[src/rtl/pipelined_cla_addsub_if.sv]
// rtl/pipelined_cla_addsub_if.sv - operand/result handshake bundle for the pipelined CLA adder/subtractor
interface pipelined_cla_addsub_if #(
  parameter int WIDTH = 32
);
  // operand side
  logic             in_valid;
  logic             in_ready;
  logic [WIDTH-1:0] a;
  logic [WIDTH-1:0] b;
  logic             carry_in;
  logic             sub;

  // result side
  logic             out_valid;
  logic             out_ready;
  logic [WIDTH-1:0] sum;
  logic             carry_out;
  logic             overflow;
  logic             zero;

  modport master (
    output in_valid, a, b, carry_in, sub, out_ready,
    input  in_ready, out_valid, sum, carry_out, overflow, zero
  );

  modport slave (
    input  in_valid, a, b, carry_in, sub, out_ready,
    output in_ready, out_valid, sum, carry_out, overflow, zero
  );
endinterface

[src/rtl/pipelined_cla_addsub.sv]
// rtl/pipelined_cla_addsub.sv - pipelined carry-lookahead adder/subtractor with valid/ready flow control
module pipelined_cla_addsub #(
  parameter int WIDTH  = 32,
  parameter int BLOCK  = 4,
  parameter int STAGES = 2
) (
  input  logic                   clk,
  input  logic                   reset_n,
  pipelined_cla_addsub_if.slave  bus
);

  // Each stage resolves one slice; slices are split into BLOCK-bit lookahead groups.
  localparam int SLICE = WIDTH / STAGES;
  localparam int NGRP  = SLICE / BLOCK;

  // Slice adder: returns {carry into slice MSB, carry out of slice, slice sum}.
  // Carries inside a group come from per-bit g/p; the group carry out uses the
  // group G/P so the group-to-group ripple path is one AND-OR per group.
  function automatic logic [SLICE+1:0] slice_add(
    input logic [SLICE-1:0] x,
    input logic [SLICE-1:0] y,
    input logic             cin
  );
    logic [SLICE-1:0] g;
    logic [SLICE-1:0] p;
    logic [SLICE-1:0] s;
    logic [SLICE:0]   c;
    logic             grp_g;
    logic             grp_p;
    g    = x & y;
    p    = x | y;
    c    = '0;
    c[0] = cin;
    for (int grp = 0; grp < NGRP; grp++) begin
      grp_g = 1'b0;
      grp_p = 1'b1;
      for (int i = 0; i < BLOCK; i++) begin
        grp_g = g[grp*BLOCK+i] | (p[grp*BLOCK+i] & grp_g);
        grp_p = grp_p & p[grp*BLOCK+i];
      end
      for (int i = 0; i < BLOCK - 1; i++) begin
        c[grp*BLOCK+i+1] = g[grp*BLOCK+i] | (p[grp*BLOCK+i] & c[grp*BLOCK+i]);
      end
      c[(grp+1)*BLOCK] = grp_g | (grp_p & c[grp*BLOCK]);
    end
    s = x ^ y ^ c[SLICE-1:0];
    return {c[SLICE-1], c[SLICE], s};
  endfunction

  // Stage state: accumulated sum, operands still to be consumed, forwarded carry.
  logic [STAGES-1:0] valid_q;
  logic [STAGES-1:0] valid_d;
  logic [STAGES-1:0] carry_q;
  logic [STAGES-1:0] carry_d;
  logic [WIDTH-1:0]  acc_q [STAGES];
  logic [WIDTH-1:0]  acc_d [STAGES];
  logic [WIDTH-1:0]  a_q   [STAGES];
  logic [WIDTH-1:0]  a_d   [STAGES];
  logic [WIDTH-1:0]  b_q   [STAGES];
  logic [WIDTH-1:0]  b_d   [STAGES];
  logic              overflow_q;
  logic              overflow_d;
  logic              zero_q;
  logic              zero_d;
  logic [STAGES-1:0] adv;

  // A stage may load when it, or every stage downstream of it, can move on;
  // unrolled so no bit of adv depends on another bit of adv.
  always_comb begin
    logic full;
    adv = '0;
    for (int k = 0; k < STAGES; k++) begin
      full = 1'b1;
      for (int j = k; j < STAGES; j++) begin
        full = full & valid_q[j];
      end
      adv[k] = bus.out_ready | ~full;
    end
  end

  // Per-stage datapath: pick the upstream bundle, add this stage's slice,
  // and load only when the stage advances with a valid bundle behind it.
  always_comb begin
    logic [WIDTH-1:0] in_a;
    logic [WIDTH-1:0] in_b;
    logic [WIDTH-1:0] in_acc;
    logic             in_c;
    logic             in_v;
    logic [SLICE+1:0] res;
    int               pk;
    in_a       = '0;
    in_b       = '0;
    in_acc     = '0;
    in_c       = 1'b0;
    in_v       = 1'b0;
    res        = '0;
    pk         = 0;
    overflow_d = overflow_q;
    zero_d     = zero_q;
    for (int k = 0; k < STAGES; k++) begin
      pk = (k > 0) ? k - 1 : 0;
      if (k == 0) begin
        in_a   = bus.a;
        in_b   = bus.sub ? ~bus.b : bus.b;
        in_c   = bus.sub ? ~bus.carry_in : bus.carry_in;
        in_acc = '0;
        in_v   = bus.in_valid;
      end else begin
        in_a   = a_q[pk];
        in_b   = b_q[pk];
        in_c   = carry_q[pk];
        in_acc = acc_q[pk];
        in_v   = valid_q[pk];
      end
      res = slice_add(in_a[k*SLICE +: SLICE], in_b[k*SLICE +: SLICE], in_c);

      valid_d[k] = adv[k] ? in_v : valid_q[k];
      acc_d[k]   = acc_q[k];
      a_d[k]     = a_q[k];
      b_d[k]     = b_q[k];
      carry_d[k] = carry_q[k];
      if (adv[k] && in_v) begin
        acc_d[k]                  = in_acc;
        acc_d[k][k*SLICE +: SLICE] = res[SLICE-1:0];
        a_d[k]                    = in_a;
        b_d[k]                    = in_b;
        carry_d[k]                = res[SLICE];
        if (k == STAGES - 1) begin
          overflow_d = res[SLICE+1] ^ res[SLICE];
          zero_d     = (acc_d[k] == '0);
        end
      end
    end
  end

  // Pipeline registers; reset discards every in-flight bundle at once.
  always_ff @(posedge clk or negedge reset_n) begin
    if (!reset_n) begin
      valid_q    <= '0;
      carry_q    <= '0;
      overflow_q <= 1'b0;
      zero_q     <= 1'b0;
      for (int k = 0; k < STAGES; k++) begin
        acc_q[k] <= '0;
        a_q[k]   <= '0;
        b_q[k]   <= '0;
      end
    end else begin
      valid_q    <= valid_d;
      carry_q    <= carry_d;
      overflow_q <= overflow_d;
      zero_q     <= zero_d;
      for (int k = 0; k < STAGES; k++) begin
        acc_q[k] <= acc_d[k];
        a_q[k]   <= a_d[k];
        b_q[k]   <= b_d[k];
      end
    end
  end

  assign bus.in_ready  = adv[0];
  assign bus.out_valid = valid_q[STAGES-1];
  assign bus.sum       = acc_q[STAGES-1];
  assign bus.carry_out = carry_q[STAGES-1];
  assign bus.overflow  = overflow_q;
  assign bus.zero      = zero_q;

endmodule

[src/flat_wrapper.sv]
// flat-port wrapper written by rule: the top's interface ports become plain ports
module pipelined_cla_addsub_flat 
#(
  parameter int WIDTH  = 32,
  parameter int BLOCK  = 4,
  parameter int STAGES = 2
)
  (clk, reset_n, bus_in_valid, bus_a, bus_b, bus_carry_in, bus_sub, bus_out_ready, bus_in_ready, bus_out_valid, bus_sum, bus_carry_out, bus_overflow, bus_zero);
  pipelined_cla_addsub_if #(.WIDTH(WIDTH)) bus_i ();
  input  logic clk;
  input  logic reset_n;
  input wire logic [$bits(bus_i.in_valid)-1:0] bus_in_valid;
  input wire logic [$bits(bus_i.a)-1:0] bus_a;
  input wire logic [$bits(bus_i.b)-1:0] bus_b;
  input wire logic [$bits(bus_i.carry_in)-1:0] bus_carry_in;
  input wire logic [$bits(bus_i.sub)-1:0] bus_sub;
  input wire logic [$bits(bus_i.out_ready)-1:0] bus_out_ready;
  output wire logic [$bits(bus_i.in_ready)-1:0] bus_in_ready;
  output wire logic [$bits(bus_i.out_valid)-1:0] bus_out_valid;
  output wire logic [$bits(bus_i.sum)-1:0] bus_sum;
  output wire logic [$bits(bus_i.carry_out)-1:0] bus_carry_out;
  output wire logic [$bits(bus_i.overflow)-1:0] bus_overflow;
  output wire logic [$bits(bus_i.zero)-1:0] bus_zero;
  assign bus_i.in_valid = bus_in_valid;
  assign bus_i.a = bus_a;
  assign bus_i.b = bus_b;
  assign bus_i.carry_in = bus_carry_in;
  assign bus_i.sub = bus_sub;
  assign bus_i.out_ready = bus_out_ready;
  assign bus_in_ready = bus_i.in_ready;
  assign bus_out_valid = bus_i.out_valid;
  assign bus_sum = bus_i.sum;
  assign bus_carry_out = bus_i.carry_out;
  assign bus_overflow = bus_i.overflow;
  assign bus_zero = bus_i.zero;
  pipelined_cla_addsub #(.WIDTH(WIDTH), .BLOCK(BLOCK), .STAGES(STAGES)) u_core (.clk(clk), .reset_n(reset_n), .bus(bus_i));
endmodule
[config.mk]
export PLATFORM = sky130hd
export DESIGN_NAME = pipelined_cla_addsub_flat
export DESIGN_NICKNAME = d
export VERILOG_FILES = /design/src/rtl/pipelined_cla_addsub_if.sv /design/src/rtl/pipelined_cla_addsub.sv /design/src/flat_wrapper.sv
export SDC_FILE = /design/constraint.sdc
export NUM_CORES = 1
export LEC_CHECK = 0
export CAP_MARGIN = 30
export CORE_UTILIZATION = 53
export DETAILED_ROUTE_END_ITERATION = 12
export PLACE_DENSITY_LB_ADDON = 0.2
export SLEW_MARGIN = 20
export SYNTH_ARGS = -nofsm -noshare
export SYNTH_HDL_FRONTEND = slang
export SYNTH_SLANG_ARGS = --single-unit
export TNS_END_PERCENT = 50
[constraint.sdc]
create_clock -name clk -period 4.4 [get_ports clk]
set_input_delay 0.44 -clock clk [delete_from_list [all_inputs] [get_ports clk]]
set_output_delay 0.44 -clock clk [all_outputs]
set_load 0.01 [all_outputs]
==> results of run 1 <==
## placed cells by master (no fill, tap or decap), drive strengths merged, types with 2 or more instances in the layout
cell type	netlist	routed
o21bai	2	2
nand2	101	101
dfrtp	86	86
a21oi	24	24
clkbuf	12	9
a21boi	2	2
buf	39	7
xnor2	5	5
nand2b	9	9
mux2	19	19
ha	64	64
nor3	3	3
or4	2	2
nand4	4	4
nor2	30	30
clkinv	0	2
fa	24	24
a221oi	2	2
xor2	36	36
clkinvlp	0	2
nor4	9	9
a211oi	2	2
o21ai	25	25
a211o	2	2
o211ai	2	2
nor2b	6	6
inv	82	84
clkdlybuf4s50	0	104
## registers in the layout, summed over array words and instances, names as in the netlist
signal	flops
u_core.bus.sum	32
u_core.valid_q	2
u_core.acc_q	16
u_core.b_q	16
u_core.carry_q	2
u_core.bus.zero	1
u_core.a_q	16
u_core.bus.overflow	1
## metrics by stage
step | area, µm² | instances | total power, mW | hold slack [ns]
6_report | 6940 | 815 | 2.89 | 0.0913
5_1_grt | 6940 | 815 | 3.11 | 0.119
4_1_cts | 6940 | 815 | 2.91 | 0.0960
3_5_place_dp | 6750 | 799 | 2.35 | 0.461
3_3_place_gp | 6750 | 799 | 2.31 | 0.458
2_1_floorplan | 5800 | 603 | 1.95 | 0.144
## kinds of logic after synthesis
logic type / synth area share
simple gates: 0.133
buf+inv: 0.107
fa+ha+maj: 0.221
flops: 0.371
compound gates: 0.0686
xor+xnor: 0.0619
mux: 0.0369
## cell type report
class | instances | area [µm²]
clock buffer | 9 | 124
clock inverter | 7 | 72.6
fill | 891 | 3520
inverter | 82 | 308
multi-input combinational | 384 | 3020
sequential | 86 | 2150
tap | 136 | 170
timing repair buffer | 111 | 1090
## worst max-delay path by stage
stage	startpoint	end	slack, ns	cells past startpoint
floorplan	bus_sub	u_core.acc_q[46]	0.62	14
global placement	bus_b[1]	u_core.acc_q[46]	0.42	13
detailed placement	bus_b[1]	u_core.acc_q[46]	0.31	13
CTS	u_core.b_q[48]	u_core.bus.zero	0.60	14
global route	u_core.b_q[55]	u_core.bus.zero	0.23	15
finish	u_core.b_q[52]	u_core.bus.overflow	0.59	15
## metal layers
| metal | part of all wire | up-vias | global-route usage | wire length [µm] |
|---|---|---|---|---|
| met5 | 0 | - | 0 | 0 |
| li1 | - | 1997 | - | - |
| met2 | 0.46 | 99 | 0.351 | 5240 |
| met3 | 0.042 | 11 | 0.0274 | 476 |
| met4 | 0.013 | 0 | 0.0783 | 146 |
| met1 | 0.48 | 1894 | 0.312 | 5490 |
## power groups by stage
stage	logic (mW)	clock network, mW	registers (mW)
floorplan	0.807	0	1.14
global placement	1.13	0	1.18
detailed placement	1.16	0	1.19
CTS	1.17	0.566	1.17
global route	1.30	0.600	1.21
finish	1.16	0.554	1.17
==> qor.yml, run 1 <==
timing:
  rsz0062_at_grt: "no"
  timing.slew.headroom: 0.541
  setup_viol: 0
  tightest_slew_ns: 0.686
  finalCritPeriodShare: 0.866
  drv_slew: 0
  hold_viol: 0
  max_freq_ghz: 0.262
  fin_crit_ns: 3.81
  tns_ns: 0
  skew_ns: 0.00969
  final_critical_path_setup_slack_ns: 0.588
place:
  dp_hpwl_um: 9070
  port_buffers: 106
  place_ws_ns: 0.314
  gp_congestion: 0.853
logic_synthesis:
  ys_async_sr_fraction: 1.00
  syn_area_um2: 5800
  ys_warn_count: 0
  synth_top_area_share: 0.371
  synth.area.top_cells: "dfrtp_1, ha_1, fa_1"
  synth_edf_count: 0
  ys.flop_type: "dfrtp_1"
  synth_commonest_cells: "nand2_1, dfrtp_1, inv_1"
  syn-instance-count: 603
  ys_seq_elements: 86
  yosysMostFrequentCell: "nand2_1"
  seq_area_frac_synth: 0.371
  synth_area_per_cell_um2: 9.61
  yosysTopAreaCell: "dfrtp_1"
  synth_cell_types: 43
  synth.net_count: 761
floorplan:
  fp.dieW_um: 107
  ioPinCount: 107
  num_rows: 37
  die_area_um2: 11400
  die_y_um: 107
  initial_core_util: 0.554
  core-area_um2: 10500
setup_path:
  path_cells: "inv_1, ha_1, nor4_1, o21ai_0, a21oi_1, nor2_1, o211ai_1, fa_1, inv_1, fa_1, fa_1, inv_1, nand4_1, or4b_1, nand3_2"
  r2r_slack_ns: 0.59
  path_buf_inv: 3
  required_ns: 4.69
  start_kind: "flop"
  ff2ff_path_depth: 15
  critPathSlowestCell: "or4b_1"
  crit_arrival_ns: 4.11
  cp_max_fo: 3
  worst_setup_path_end_kind: "flop"
  r2r_end: "u_core.bus.overflow"
  cp_top_family: "adder cells"
  slowest_delay_ns: 0.53
  rr_startpoint: "u_core.b_q[52]"
  crit_type: "flop to flop"
clock_network:
  cts-htree-levels: 3
  clk_latency_ns: 0.35
  holdBufCountCts: 0
  cts_sinks: 86
  cts_made_buffers: 9
  post_cts_resized: 0
  tritoncts: "yes"
  cts_setup_buffers: 0
  cts_root_buf: "clkbuf_8"
  clk_path_buf_depth: 2
  cts.clk_slew.worst_paths_ns: 0.08
layout:
  utilization: 0.663
  area_growth_syn_to_layout_pct: 19.7
  antennaDiodeCount: 0
  nNetsFinal: 832
  drive_gt1_frac: 0.0722
drt:
  wire_per_inst_um: 13.9
  ant_nets: 0
  drcViolationCount: 0
  drtIter0Drc: 190
  viasPerCell: 4.91
  drt_wl_total_um: 11400
  dr.pass1.iters: 4
  num_vias: 4001
power_and_ir_drop:
  switching_share: 0.355
  p_switching_mw: 1.03
  vdd.ir_drop.worst_uv: 277
  p_clk_frac: 0.192
  cellLeakagePower_nw: 3.41
  powerDensity_nw_per_um2: 416
  p_seq_frac: 0.406
  p_int_mw: 1.86
  p_comb_frac: 0.402
grt:
  grt_pass1_wl_um: 19400
  grt_pass1_vias: 4117
  grt_overflow_total: 0
  grt_max_degree: 56
  track_usage: 0.221
  antenna_found_initial: 0
worst_hold_path:
  hold_class: "input pin to asynchronous set/reset pin"
run:
  max_cap_violations: 0
status:
  status: "completed"
Power figures use the tool's default switching activity.
==> run 2, diff against run 1 <==
--- a/config.mk
+++ b/config.mk
@@ -10,7 +10,8 @@
 export DETAILED_ROUTE_END_ITERATION = 12
 export PLACE_DENSITY_LB_ADDON = 0.2
+export REMOVE_ABC_BUFFERS = 1
 export SLEW_MARGIN = 20
 export SYNTH_ARGS = -nofsm -noshare
 export SYNTH_HDL_FRONTEND = slang
 export SYNTH_SLANG_ARGS = --single-unit
-export TNS_END_PERCENT = 50
+export TNS_END_PERCENT = 30
==> constraint.sdc (replaced) <==
create_clock -name clk -period 4.4 [get_ports clk]
set_input_delay 0.66 -clock clk [delete_from_list [all_inputs] [get_ports clk]]
set_output_delay 0.66 -clock clk [all_outputs]
set_load 0.01 [all_outputs]
==> run 2 against run 1 <==
Net effect:
- combinational power about the same
- hold slack improved by 0.21 ns
- sequential power about the same
- cell count unchanged
==> qor.yml, run 2 (synthesis results as in run 1) <==
power_and_ir_drop:
  vdd.ir_drop.worst_uv: 216  # was 277 µV
  powerDensity_nw_per_um2: 415  # was 416 nW/µm²
  cellLeakagePower_nw: 3.41  # about the same
floorplan:
  core-area_um2: 10500  # unchanged
  initial_core_util: 0.554  # unchanged
  ioPinCount: 107  # unchanged
  die_y_um: 107  # unchanged
  fp.dieW_um: 107  # unchanged
  num_rows: 37  # unchanged
  die_area_um2: 11400  # unchanged
layout:
  area_growth_syn_to_layout_pct: 20.0  # was 19.7%
  nNetsFinal: 832  # unchanged
  multi_input_area_um2: 3020  # unchanged
  antennaDiodeCount: 0  # unchanged
  layout_common_cells: "clkdlybuf4s50_1, nand2_1, dfrtp_1"  # unchanged
  utilization: 0.665  # was 0.663
  final_common_cell: "clkdlybuf4s50_1"  # unchanged
  drive_gt1_frac: 0.0707  # was 0.0722
  largest_reg_flops: 32  # unchanged
  seq_area_um2: 2150  # unchanged
  n_fill_cell: 860  # was 891
drt:
  routed.top_layer: "met4"  # unchanged
  drcViolationCount: 0  # unchanged
  dr.pass1.iters: 6  # was 4
  dr_wl_met2_um: 5740  # was 5240 µm
  drt_wl_total_um: 11500  # was 11,400 µm
  dr_wl_met3_um: 444  # was 476 µm
  wl_met1_um: 5180  # was 5490 µm
  drtIter0Drc: 150  # was 190
  viasPerCell: 4.99  # was 4.91
  ant_nets: 0  # unchanged
  num_vias: 4070  # was 4,001
  wire_per_inst_um: 14.1  # was 13.9 µm
grt:
  grt_pass1_vias: 4111  # was 4,117
  track_usage: 0.217  # was 0.221
  grt_max_degree: 81  # was 56
  grt_overflow_total: 0  # unchanged
  antenna_found_initial: 0  # unchanged
  grt_pass1_wl_um: 19200  # was 19,400 µm
setup_path:
  crit_type: "flop to flop"  # unchanged
  required_ns: 4.68  # was 4.69 ns
  start_kind: "flop"  # unchanged
  slowest_delay_ns: 0.52  # was 0.53 ns
  cp_common_cell: "fa_1"
  cp_max_fo: 4  # was 3
  crit_arrival_ns: 4.38  # was 4.11 ns
  path_cells: "ha_1, nor2b_1, o21ai_0, nand2_1, nor2_1, inv_1, fa_1, fa_1, fa_1, nor4_1, nand4_1, nor4_1, nand4_1, o21ai_0"  # was inv_1, ha_1, nor4_1, o21ai_0, a21oi_1, nor2_1, o211ai_1, fa_1, inv_1, fa_1, fa_1, inv_1, nand4_1, or4b_1, nand3_2
  critPathSlowestCell: "fa_1"  # was or4b_1
  worst_setup_path_end_kind: "flop"  # unchanged
timing:
  timing.slew.headroom: 0.468  # was 0.541
  skew_ns: 0.0191  # was 0.00969 ns
  setup_viol: 0  # unchanged
  drv_slew: 0  # unchanged
  hold_viol: 0  # unchanged
  max_freq_ghz: 0.244  # was 0.262 GHz
  tightest_slew_ns: 0.796  # was 0.686 ns
  final_critical_path_setup_slack_ns: 0.296  # was 0.588 ns
  rsz0062_at_grt: "no"  # unchanged
  fin_crit_ns: 4.10  # was 3.81 ns
  finalCritPeriodShare: 0.933  # was 0.866
clock_network:
  post_cts_resized: 0  # unchanged
  cts_sinks: 86  # unchanged
  cts.clk_slew.worst_paths_ns: 0.10  # was 0.08 ns
  tritoncts: "yes"  # unchanged
  cts_setup_buffers: 0  # unchanged
  cts-htree-levels: 3  # unchanged
  clk_latency_ns: 0.36  # was 0.35 ns
  cts_root_buf: "clkbuf_8"  # unchanged
  holdBufCountCts: 0  # unchanged
  clk_path_buf_depth: 2  # unchanged
  cts_made_buffers: 9  # unchanged
place:
  port_buffers: 106  # unchanged
  gp_congestion: 0.815  # was 0.853
  dp_hpwl_um: 8820  # was 9070 µm
  place_ws_ns: -0.00603  # was 0.314 ns
status:
  status: "completed"  # unchanged
run:
  max_cap_violations: 0  # unchanged
worst_hold_path:
  hold_class: "input pin to asynchronous set/reset pin"  # unchanged
## run 2: cell types whose count changed in the layout (fill, tap and decap cells not counted), sizes merged
cell,delta
clkbuf,+2
inv,-2
## run 2: final timing paths
path                                    startpoint                  to  slack [ns]  cells past startpoint
min in group clk                u_core.bus.sum[26]  u_core.bus.sum[26]        0.48                      2
worst max register to register      u_core.a_q[52]     u_core.bus.zero        0.30                     14
worst min register to register  u_core.bus.sum[26]  u_core.bus.sum[26]        0.48                      2
worst min-delay path                       reset_n   u_core.valid_q[0]        0.30                      1
max in group asynchronous                  reset_n      u_core.b_q[54]        3.15                      2
worst max-delay path                u_core.a_q[52]     u_core.bus.zero        0.30                     14
## run 2: final cells by class
cell class / count / area share
Sequential cell: 86 / 0.309
Tap cell: 136 / 0.0245
Clock inverter: 5 / 0.00845
Clock buffer: 11 / 0.0203
Timing Repair Buffer: 111 / 0.159
Inverter: 82 / 0.0442
Multi-Input combinational cell: 384 / 0.435
## run 2: metrics by stage
step	total power [mW]	setup TNS, ns	hold slack (ns)	instance area, µm²	instances
final	2.89	0	0.299	6960	815
after global routing	3.09	0	0.345	6960	815
after CTS	2.90	0	0.327	6960	815
after detailed placement	2.34	-0.00603	0.465	6760	799
after global placement	2.29	0	0.458	6760	799
after floorplan	1.78	0	0.364	5480	552
## run 2: routing by layer
| layer | vias to the layer above | track usage |
|---|---|---|
| li1 | 1986 | - |
| met1 | 1975 | 0.289 |
| met2 | 98 | 0.372 |
| met3 | 11 | 0.0304 |
| met4 | 0 | 0.0587 |
| met5 | - | 0 |
## run 2: report_power, final
group          total [mW]  internal (mW)  leakage [nW]  switching, mW
clock network       0.572          0.278        0.0955          0.293
logic                1.14          0.585          2.30          0.557
registers            1.17           1.01          1.02          0.162
total                2.89           1.87          3.41           1.01
## run 2: critical path: cells and delay by family, from the launching register on
kind / cells / cell delay, ns
adder cells (fa/ha/maj): 4 / 1.65
AND/OR/NAND/NOR: 7 / 1.37
AO/OA/AOI/OAI: 2 / 0.46
flip-flops: 1 / 0.44
buffers and inverters: 1 / 0.10
==> run 3, diff against run 2 <==
==> constraint.sdc (replaced) <==
create_clock -name clk -period 4.4 [get_ports clk]
set_input_delay 0.44 -clock clk [delete_from_list [all_inputs] [get_ports clk]]
set_output_delay 0.44 -clock clk [all_outputs]
set_load 0.01 [all_outputs]
==> run 3 against run 2 <==
Net effect:
- register-to-register slack better by 0.08 ns
- flip-flop and latch count did not move
- critical endpoint unchanged
- power up 2.3%
- sequential power is essentially flat
==> qor.yml, run 3 (synthesis results as in run 1) <==
status:
  status: "completed"  # unchanged
floorplan:
  initial_core_util: 0.554  # unchanged
  core-area_um2: 10500  # unchanged
  die_y_um: 107  # unchanged
  die_area_um2: 11400  # unchanged
  ioPinCount: 107  # unchanged
  fp.dieW_um: 107  # unchanged
  num_rows: 37  # unchanged
timing:
  setup_viol: 0  # unchanged
  max_freq_ghz: 0.248  # was 0.244 GHz
  skew_ns: 0.0105  # was 0.0191 ns
  tightest_slew_ns: 0.824  # was 0.796 ns
  fin_crit_ns: 4.03  # was 4.10 ns
  hold_viol: 0  # unchanged
  drv_slew: 0  # unchanged
  timing.slew.headroom: 0.449  # was 0.468
  tns_ns: 0  # unchanged
  finalCritPeriodShare: 0.915  # was 0.933
  rsz0062_at_grt: "no"  # unchanged
place:
  gp_congestion: 0.800  # was 0.815
  place_inst: 800  # was 799
  port_buffers: 106  # unchanged
  dp_hpwl_um: 8980  # was 8820 µm
drt:
  ant_nets: 0  # unchanged
  drcViolationCount: 0  # unchanged
  num_vias: 4052  # was 4,070
  wire_per_inst_um: 14.1  # about the same
  drtIter0Drc: 114  # was 150
  drt_wl_total_um: 11500  # about the same
  viasPerCell: 4.97  # was 4.99
  dr.pass1.iters: 5  # was 6
setup_path:
  required_ns: 4.68  # about the same
  cp_max_fo: 3  # was 4
  crit_type: "flop to flop"  # unchanged
  crit_arrival_ns: 4.31  # was 4.38 ns
  start_kind: "flop"  # unchanged
  worst_setup_path_end_kind: "flop"  # unchanged
clock_network:
  cts_root_buf: "clkbuf_8"  # unchanged
  cts.clk_slew.worst_paths_ns: 0.09  # was 0.10 ns
  clk_path_buf_depth: 2  # unchanged
  clk_latency_ns: 0.37  # was 0.36 ns
  cts_sinks: 86  # unchanged
  tritoncts: "yes"  # unchanged
  holdBufCountCts: 0  # unchanged
  cts_setup_buffers: 0  # unchanged
  cts-htree-levels: 3  # unchanged
  post_cts_resized: 0  # unchanged
  cts_made_buffers: 9  # unchanged
power_and_ir_drop:
  p_clk_frac: 0.217  # was 0.198
  powerDensity_nw_per_um2: 422  # was 415 nW/µm²
  p_switching_mw: 1.03  # was 1.01 mW
  cellLeakagePower_nw: 3.44  # was 3.41 nW
  p_comb_frac: 0.386  # was 0.396
  vdd.ir_drop.worst_uv: 240  # was 216 µV
  p_seq_frac: 0.398  # was 0.406
  p_int_mw: 1.92  # was 1.87 mW
  switching_share: 0.349  # was 0.351
worst_hold_path:
  hold_class: "input pin to asynchronous set/reset pin"  # unchanged
layout:
  n_fill_cell: 887  # was 860
  drive_gt1_frac: 0.0735  # was 0.0707
  final_cells: 816  # was 815
  nNetsFinal: 833  # was 832
  area_growth_syn_to_layout_pct: 20.7  # was 20.0%
  final_common_cell: "clkdlybuf4s50_1"  # unchanged
  layout_common_cells: "clkdlybuf4s50_1, nand2_1, dfrtp_1"  # unchanged
  antennaDiodeCount: 0  # unchanged
  largest_reg_flops: 32  # unchanged
grt:
  grt_overflow_total: 0  # unchanged
  grt_pass1_vias: 4188  # was 4,111
  grt_max_degree: 53  # was 81
  track_usage: 0.218  # was 0.217
  antenna_found_initial: 0  # unchanged
  grt_pass1_wl_um: 19200  # unchanged
run:
  max_cap_violations: 0  # unchanged
## run 3: per-stage QoR
step / total power, mW / utilization / hold slack, ns / instance area [µm²] / setup WS (ns)
2_1_floorplan: 1.78 / - / 0.144 / 5480 / 0.981
3_3_place_gp: 2.29 / 0.645 / 0.459 / 6750 / 0.308
3_5_place_dp: 2.34 / 0.647 / 0.433 / 6770 / 0.229
4_1_cts: 2.98 / 0.669 / 0.0287 / 7000 / 0.334
5_1_grt: 3.16 / 0.669 / 0.0329 / 7000 / 0.00454
6_report: 2.95 / 0.669 / 0.0147 / 7000 / 0.372
## run 3: cell type report
type	instances	area (µm²)	area share
Timing Repair Buffer	112	1120	0.160
Inverter	82	308	0.0440
Tap cell	136	170	0.0243
Clock buffer	9	124	0.0177
Clock inverter	7	103	0.0147
Multi-Input combinational cell	384	3020	0.432
Sequential cell	86	2150	0.307
## run 3: power groups by stage
stage	clock, mW	sequential (mW)	combinational, mW
final	0.639	1.17	1.14
after global placement	0	1.18	1.11
after floorplan	0	1.21	0.565
after global routing	0.682	1.20	1.28
after detailed placement	0	1.19	1.15
after CTS	0.649	1.17	1.15
## run 3: path summary, 6_finish.rpt
check                              startpoint            endpoint  slack (ns)  cells after the start
min reg2reg                u_core.bus.sum[28]  u_core.bus.sum[28]        0.48                      2
min in group clk           u_core.bus.sum[28]  u_core.bus.sum[28]        0.48                      2
max in group asynchronous             reset_n      u_core.b_q[54]        3.77                      2
min                                   reset_n  u_core.bus.sum[15]        0.01                      1
max                            u_core.b_q[53]     u_core.bus.zero        0.37                     15
max reg2reg                    u_core.b_q[53]     u_core.bus.zero        0.37                     15
## run 3: routing by layer
metal  vias up  wire, µm  track usage
met5         -         0            0
met4         0       215       0.0783
met3        16       474       0.0328
met2       102      5580        0.368
met1      1938      5270        0.285
li1       1996         -            -
## run 3: worst max-delay path, stage by stage (launching register included)
cell     delay [ns]
dfrtp_1        0.43
inv_1          0.10
ha_1           0.18
nor2b_1        0.05
o21ai_0        0.25
nand2_1        0.08
nor2_1         0.22
inv_1          0.09
fa_1           0.46
fa_1           0.47
fa_1           0.53
nor4_1         0.28
nand4_1        0.19
nor4_1         0.32
nand4_1        0.12
o21ai_0        0.16
